### src/rtl/fifo_uart_tx_if.sv
// FIFO read port between the synchronous FIFO and the UART transmitter.
// Handshake: the consumer raises re for one cycle only while empty was low;
// rd then holds the popped word during the following cycle.
interface fifo_uart_tx_if #(
  parameter int M = 8
);
  logic         empty;
  logic [M-1:0] rd;
  logic         re;

  modport master (input empty, input rd, output re);
  modport slave  (output empty, output rd, input re);
endinterface

### src/rtl/fifo_uart_tx.sv
// Drains a synchronous FIFO one word at a time and sends each word as a
// serial frame: start bit, M data bits LSB first, optional parity, stop bit.
module fifo_uart_tx #(
  parameter int M            = 8,
  parameter int CLKS_PER_BIT = 16,
  parameter int PARITY       = 0
) (
  input  logic                 clk,
  input  logic                 reset,
  fifo_uart_tx_if.master       fifo,
  output logic                 tx,
  output logic                 busy,
  output logic                 frame_done,
  output logic [2:0]           dbg_state_o
);

  localparam int CNT_W = $clog2(CLKS_PER_BIT);
  localparam int BIT_W = (M > 1) ? $clog2(M) : 1;

  typedef enum logic [2:0] {
    S_IDLE  = 3'd0,
    S_REQ   = 3'd1,
    S_LOAD  = 3'd2,
    S_START = 3'd3,
    S_DATA  = 3'd4,
    S_PAR   = 3'd5,
    S_STOP  = 3'd6
  } state_e;

  state_e             state_q, state_d;
  logic [CNT_W-1:0]   baud_q, baud_d;
  logic [BIT_W-1:0]   bit_q, bit_d;
  logic [M-1:0]       shift_q, shift_d;
  logic               par_q, par_d;
  logic               tx_q, tx_d;
  logic               baud_end;
  logic               bit_end;
  logic               counting;

  assign baud_end = (baud_q == CNT_W'(CLKS_PER_BIT - 1));
  assign bit_end  = (bit_q == BIT_W'(M - 1));
  assign counting = (state_q == S_START) || (state_q == S_DATA) ||
                    (state_q == S_PAR)   || (state_q == S_STOP);

  always_comb begin
    state_d = state_q;
    bit_d   = bit_q;
    shift_d = shift_q;
    par_d   = par_q;
    case (state_q)
      S_IDLE:  if (!fifo.empty) state_d = S_REQ;
      S_REQ:   state_d = S_LOAD;
      S_LOAD: begin
        shift_d = fifo.rd;
        par_d   = (PARITY == 2) ? ~^fifo.rd : ^fifo.rd;
        state_d = S_START;
      end
      S_START: if (baud_end) begin
        state_d = S_DATA;
        bit_d   = '0;
      end
      S_DATA: if (baud_end) begin
        shift_d = shift_q >> 1;
        if (bit_end) state_d = (PARITY != 0) ? S_PAR : S_STOP;
        else         bit_d   = bit_q + BIT_W'(1);
      end
      S_PAR:   if (baud_end) state_d = S_STOP;
      S_STOP:  if (baud_end) state_d = fifo.empty ? S_IDLE : S_REQ;
      default: state_d = S_IDLE;
    endcase

    // Baud counter restarts on every state entry and at each bit boundary.
    if (!counting || baud_end || (state_d != state_q)) baud_d = '0;
    else                                               baud_d = baud_q + CNT_W'(1);

    // tx is registered, so it is derived from the state being entered.
    case (state_d)
      S_START: tx_d = 1'b0;
      S_DATA:  tx_d = shift_d[0];
      S_PAR:   tx_d = par_d;
      default: tx_d = 1'b1;
    endcase
  end

  always_ff @(posedge clk) begin
    if (reset) begin
      state_q <= S_IDLE;
      baud_q  <= '0;
      bit_q   <= '0;
      shift_q <= '0;
      par_q   <= 1'b0;
      tx_q    <= 1'b1;
    end else begin
      state_q <= state_d;
      baud_q  <= baud_d;
      bit_q   <= bit_d;
      shift_q <= shift_d;
      par_q   <= par_d;
      tx_q    <= tx_d;
    end
  end

  assign tx          = tx_q;
  assign busy        = (state_q != S_IDLE);
  assign fifo.re     = (state_q == S_REQ);
  assign frame_done  = (state_q == S_STOP) && baud_end;
  assign dbg_state_o = state_q;

endmodule

### src/flat_wrapper.sv
// flat-port wrapper written by rule: the top's interface ports become plain ports
module fifo_uart_tx_flat 
#(
  parameter int M            = 8,
  parameter int CLKS_PER_BIT = 16,
  parameter int PARITY       = 0
)
  (clk, reset, tx, busy, frame_done, dbg_state_o, fifo_empty, fifo_rd, fifo_re);
  fifo_uart_tx_if #(.M(M)) fifo_i ();
  input  logic clk;
  input  logic reset;
  output logic tx;
  output logic busy;
  output logic frame_done;
  output logic [2:0] dbg_state_o;
  input wire logic [$bits(fifo_i.empty)-1:0] fifo_empty;
  input wire logic [$bits(fifo_i.rd)-1:0] fifo_rd;
  output wire logic [$bits(fifo_i.re)-1:0] fifo_re;
  assign fifo_i.empty = fifo_empty;
  assign fifo_i.rd = fifo_rd;
  assign fifo_re = fifo_i.re;
  fifo_uart_tx #(.M(M), .CLKS_PER_BIT(CLKS_PER_BIT), .PARITY(PARITY)) u_core (.clk(clk), .reset(reset), .fifo(fifo_i), .tx(tx), .busy(busy), .frame_done(frame_done), .dbg_state_o(dbg_state_o));
endmodule
### config.mk
export PLATFORM = sky130hd
export DESIGN_NAME = fifo_uart_tx_flat
export DESIGN_NICKNAME = d
export VERILOG_FILES = /design/src/rtl/fifo_uart_tx_if.sv /design/src/rtl/fifo_uart_tx.sv /design/src/flat_wrapper.sv
export SDC_FILE = /design/constraint.sdc
export NUM_CORES = 1
export LEC_CHECK = 0
export CORE_ASPECT_RATIO = 1.5
export CORE_MARGIN = 2
export CORE_UTILIZATION = 50
export CTS_CLUSTER_SIZE = 16
export DETAILED_ROUTE_END_ITERATION = 12
export GPL_TIMING_DRIVEN = 0
export PLACE_DENSITY = 0.79
export SYNTH_ARGS = -nofsm -noshare
export SYNTH_HDL_FRONTEND = slang
export SYNTH_SLANG_ARGS = --single-unit
### constraint.sdc
create_clock -name clk -period 3.85 [get_ports clk]
set_clock_uncertainty 0.15 [all_clocks]
set_input_delay 0.9625 -clock clk [delete_from_list [all_inputs] [get_ports clk]]
set_output_delay 0.9625 -clock clk [all_outputs]
set_load 0.01 [all_outputs]
==> results_dict.tcl, run 1 <==
set metrics [dict create \
    slew_headroom_pct 66.49 \
    ir_drop_mv 0.2692 \
    num_rows 20 \
    clock_latency_ps 310 \
    synth_top_area_cell "dfxtp_1" \
    hold_buffers 0 \
    cts.sinks 20 \
    finalSetupTns_ps 0 \
    die-area_um2 2479 \
    maxCapViolCount 0 \
    seq_area_um2 400.4 \
    slowest_delay_ps 530 \
    htreeDepth 1 \
    path_clk_slew_ps 120 \
    drive_gt1_share_pct 7.092 \
    vias 945 \
    start_util_pct 52.19 \
    powerDensity_nw_per_um2 342.9 \
    drc 0 \
    power_leakage_nw 0.4253 \
    path_class "register to primary output" \
    cts_resized 0 \
    status "completed" \
    first_pass_iters 4 \
    vias_per_cell 5.798 \
    total_power_mw 0.4351 \
    crit_family "buffers and inverters" \
    synth_edf_count 0 \
    cp.buffers_inverters 2 \
    period_minus_slack_ps 3211 \
    synth_seq_cells 20 \
    syn_area_per_cell_um2 8.634 \
    path_cells "ha_1, and3_1, clkbuf_1, and3_1, clkdlybuf4s50_1" \
    port_buffers 16 \
    totalWireLength_um 2239 \
    ys.warnings.count 0 \
    cts_buffer_depth 2 \
    cts_root_buffer "clkbuf_4" \
    overflow 0 \
    synth-async-reset-ratio_pct 0 \
    initialDrtViolationCount 32 \
    slew_violations 0 \
    critical_path_arrival_ps 2100 \
    fill_cells 189 \
    hp-class "register to register" \
    die_width_um 41.32 \
    syn_nets 135 \
    crit_slowest_cell "clkdlybuf4s50_1" \
    synth_area_leaders "dfxtp_1, xnor2_1, a21oi_1" \
    synth_cell_type_count 35 \
    ant_nets 0 \
    n_antenna_cell 0 \
    place_congestion 0.7545 \
    synth.yosys.seq_area_share_pct 38.32 \
    end_kind "primary output" \
    critPathMostFrequentCell "and3_1" \
    synth_top_area_share_pct 38.32 \
    syn-cell-area_um2 1045 \
    cts_setup_buffers 0 \
    grt_pass1_vias 857 \
    finalCritPeriodShare_pct 83.41 \
    ios 18 \
    multi_input_area_um2 613.1 \
    start_kind "register" \
    cts_tree "built" \
    critPathRequiredTime_ps 2740 \
    hold_viol_final 0 \
    wl_per_cell_um 13.74 \
    antenna_found_initial 0 \
    areaGrowthSynthToFinish_pct 21.44 \
    fp.dieH_um 59.99 \
    ys.flop_type "dfxtp_1" \
    rsz0062_at_grt "false" \
    core-area_um2 2002 \
    grt_pass1_wl_um 3691 \
    hpwl_um 1700 \
    grt.total_usage_pct 22.21 \
    worst_slew_pin_slew_ps 502.7 \
    max_freq_mhz 311.4 \
    grt_max_degree 12 \
    nets 156 \
    synthCells 121 \
    cts_buffers 3 \
    setup_viol 0 \
    crit_fanout 9 \
]
## placed cells by master, fill, tap and decap left out, types with 4 or more instances in the layout
cell type and count:
clkdlybuf4s50_1 16, nand2_1 13, nor2_1 10, a22oi_1 6
dfxtp_1 20, nand2b_1 4, clkbuf_1 5, a21oi_1 12
xnor2_1 8
## power by group
group | total (mW) | internal (mW) | switching (mW) | leakage (nW)
registers | 0.225 | 0.217 | 0.00852 | 0.162
logic | 0.0834 | 0.0438 | 0.0396 | 0.242
clock network | 0.126 | 0.0578 | 0.0686 | 0.0210
total | 0.435 | 0.318 | 0.117 | 0.425
## layout make-up
type | count | area share [%]
Multi-Input combinational cell | 93 | 48.32
Buffer | 7 | 2.170
Clock buffer | 4 | 2.860
Sequential cell | 20 | 31.56
Inverter | 1 | 0.2959
Tap cell | 22 | 2.170
Timing Repair Buffer | 16 | 12.62
## worst reg2reg max path, stage by stage, from the launching register on
cell and delay (ps):
dfxtp_1 350, ha_1 200, ha_1 190, or4b_4 500, a21oi_4 210, mux2i_1 220, nor2_1 60
## synthesized netlist by cell type (all sizes together), types with 3 or more instances
library cell / count
nor3: 4
xnor2: 8
dfxtp: 20
clkbuf: 5
mux2i: 3
nand2: 13
nand3: 3
a22oi: 6
ha: 3
nor2: 10
a21oi: 13
nor3b: 3
nand2b: 4
## registers in the layout, summed over array words and instances, names as in the netlist
signal              flops
u_core.shift_q          8
u_core.baud_q           4
u_core.bit_q            3
u_core.dbg_state_o      3
u_core.par_q            1
u_core.tx               1
## through the flow
stage | utilization (%) | instances | hold WS, ps | setup slack [ps] | instance area, um^2
5_1_grt | 63.38 | 163 | 332.9 | 473.3 | 1269
3_3_place_gp | 61.56 | 159 | 282.8 | 986.1 | 1232
3_5_place_dp | 61.56 | 159 | 286.1 | 987.8 | 1232
6_report | 63.38 | 163 | 311.2 | 638.6 | 1269
2_1_floorplan | - | 121 | 267.6 | 1591 | 1045
4_1_cts | 63.38 | 163 | 312.2 | 619.1 | 1269
## metal layers
layer / global-route usage [%] / vias up / wire, um / share of wire (%)
li1: - / 468 / - / -
met1: 24.88 / 443 / 890 / 40
met2: 38.62 / 27 / 1217 / 54
met3: 3.717 / 7 / 82 / 3.7
met4: 9.677 / 0 / 48 / 2.1
met5: 0 / - / 0 / 0
## final timing paths
check,start,to,slack [ps],cells after the start
worst min register to register,u_core.baud_q[0]$_SDFF_PP0_,u_core.baud_q[0]$_SDFF_PP0_,310,1
worst max-delay path,u_core.baud_q[0]$_SDFF_PP0_,frame_done,640,5
worst min-delay path,u_core.baud_q[0]$_SDFF_PP0_,u_core.baud_q[0]$_SDFF_PP0_,310,1
worst max register to register,u_core.bit_q[0]$_SDFFE_PP0P_,u_core.bit_q[2]$_SDFFE_PP0P_,1870,6
## logic make-up (layout without fill, tap and decap cells)
logic type	Yosys count	count (layout)	synth area share, %
AO/OA/AOI/OAI	29	29	19.04
XOR/XNOR	9	9	7.545
AND/OR/NAND/NOR	49	49	25.63
adder cells (fa/ha/maj)	3	3	3.593
flip-flops	20	20	38.32
buffers and inverters	8	28	2.993
multiplexers	3	3	2.874
Note: power is estimated with default switching activity, not from simulation.
==> run 2: changes to the inputs <==
Settings changed: CORE_UTILIZATION 50 to 46, PLACE_DENSITY 0.79 to 0.77.
Clock period 3.85 ns to 2.8 ns, I/O delays scaled along.
==> run 2 against run 1 <==
Compared with the run above: register-to-register slack got worse by 1100 ps; sequential share of layout area about the same; non-clock buffer count fell by 2; critical path depth down 2; setup slack lost 540 ps; final area up 0.30%; critical endpoint unchanged; clock-buffer cell count stayed put; largest power group unchanged; sequential cell count unchanged; first-iteration DRC count fell by 47%; critical path type unchanged; worst hold slack gained 11 ps; via count grew 0.32%.
==> results_dict.tcl, run 2 (same netlist as run 1, synthesis figures left out) <==
set metrics [dict create \
    crit_path_start "u_core.dbg_state_o[1]$_SDFF_PP0_" \
    cts_tree "built" \
    hold_buffers 0 \
    layout_commonest_cell "dfxtp_1" \
    ant_nets 0 \
    vias 948 \
    die-area_um2 2676 \
    drive_gt1_share_pct 10.07 \
    areaGrowthSynthToFinish_pct 21.80 \
    largest-register "u_core.shift_q" \
    multi_input_area_um2 620.6 \
    initialDrtViolationCount 17 \
    whs_ps 322.6 \
    finalCritPeriodShare_pct 96.63 \
    maxCapViolCount 0 \
    r2r_end "u_core.bit_q[1]$_SDFFE_PP0P_" \
    powerDensity_nw_per_um2 466.4 \
    first_pass_iters 4 \
    end_kind "primary output" \
    most-common-layout-cells "dfxtp_1, clkdlybuf4s50_1, nand2_1" \
    cts.sinks 20 \
    nets 154 \
    place_congestion 0.7824 \
    cts_root_buffer "clkbuf_4" \
    cp-endpoint "frame_done" \
    ir_drop_mv 0.3848 \
    hp-class "register to register" \
    hold_depth 2 \
    grt.total_usage_pct 18.11 \
    cts_buffer_depth 2 \
    setup_viol 0 \
    core-area_um2 2181 \
    power_leakage_nw 0.4215 \
    n_antenna_cell 0 \
    finalSetupTns_ps 0 \
    start_kind "register" \
    die_width_um 42.91 \
    seq_area_um2 401.6 \
    htreeDepth 1 \
    fp.dieH_um 62.37 \
    fill_cells 220 \
    ios 18 \
    largestRegisters "u_core.shift_q (8), u_core.baud_q (4)" \
    crit_fanout 15 \
    critical_path_arrival_ps 1860 \
    max_freq_mhz 369.6 \
    overflow 0 \
    path_clk_slew_ps 110 \
    path_cells "nor2b_1, and3_1, clkdlybuf4s50_1" \
    slowest_delay_ps 570 \
    worst-path-stages 3 \
    hold_viol_final 0 \
    rr_startpoint "u_core.bit_q[0]$_SDFFE_PP0P_" \
    slew_violations 0 \
    vias_per_cell 5.852 \
    start_util_pct 47.91 \
    port_buffers 16 \
    grt_pass1_vias 961 \
    grt_pass1_wl_um 3822 \
    status "completed" \
    totalWireLength_um 2234 \
    largest_reg_flops 8 \
    num_rows 21 \
    slew_headroom_pct 66.41 \
    cp.buffers_inverters 1 \
    path_class "register to primary output" \
    rrSetupSlack_ps 800 \
    clock_latency_ps 300 \
    r2r_cells 6 \
    cts_buffers 3 \
    antenna_found_initial 0 \
    rsz0062_at_grt "false" \
    hpwl_um 1741 \
    crit_slowest_cell "dfxtp_1" \
    crit_family "flip-flops" \
    critPathRequiredTime_ps 1950 \
    wl_per_cell_um 13.79 \
    period_minus_slack_ps 2706 \
    grt_max_degree 16 \
    drc 0 \
    worst_slew_pin_slew_ps 503.9 \
]
## run 2: worst min-delay path, cell delays in order, from the launching register on
cell and delay (ps):
dfxtp_1 330, nand2_1 50, a21oi_1 60
## run 2: through the flow
step | setup WS, ps | cell area, um^2 | util, % | power [mW] | instances
after floorplan | 803.4 | 1045 | - | 0.3833 | 121
after global placement | 212.7 | 1234 | 56.57 | 0.4260 | 160
after detailed placement | 175.0 | 1234 | 56.57 | 0.4317 | 160
after CTS | 17.93 | 1264 | 57.95 | 0.5968 | 162
after global routing | 2.688 | 1272 | 58.35 | 0.6196 | 162
final | 94.33 | 1272 | 58.35 | 0.5935 | 162
## run 2: layout make-up
cell class | count | share of cell area [%]
well taps | 23 | 2.262
plain buffers | 5 | 1.672
inverters | 1 | 0.2950
flip-flops and latches | 20 | 31.56
multi-input cells | 93 | 48.77
clock buffers | 4 | 2.852
repair buffers | 16 | 12.59
## run 2: worst min path at each step
stage / from / to
after CTS: u_core.shift_q[3]$_SDFFE_PP0P_ / u_core.shift_q[3]$_SDFFE_PP0P_
final: u_core.shift_q[3]$_SDFFE_PP0P_ / u_core.shift_q[3]$_SDFFE_PP0P_
after floorplan: u_core.baud_q[0]$_SDFF_PP0_ / u_core.baud_q[0]$_SDFF_PP0_
after global routing: u_core.shift_q[3]$_SDFFE_PP0P_ / u_core.shift_q[3]$_SDFFE_PP0P_
after global placement: u_core.baud_q[0]$_SDFF_PP0_ / u_core.baud_q[0]$_SDFF_PP0_
after detailed placement: u_core.shift_q[3]$_SDFFE_PP0P_ / u_core.shift_q[3]$_SDFFE_PP0P_
## run 2: routing by layer
layer | global-route usage [%] | part of all wire, % | vias to the layer above | routed length, um
met5 | 0 | 0 | - | 0
met4 | 7.422 | 2.1 | 0 | 46
met3 | 1.744 | 3.8 | 4 | 85
met2 | 35.80 | 54 | 27 | 1211
met1 | 17.83 | 40 | 448 | 890
li1 | - | - | 469 | -
## run 2: power breakdown
group	switching (mW)	internal, mW
clock network	0.0893	0.0794
registers	0.0145	0.298
logic	0.0521	0.0597
total	0.156	0.438
## run 2: what timing repair did
item | 4_1_cts | 5_1_grt
gates cloned | 0 | 0
setup buffers | 0 | 0
resized for setup | 1 | 5
setup endpoints to repair | 1 | 2
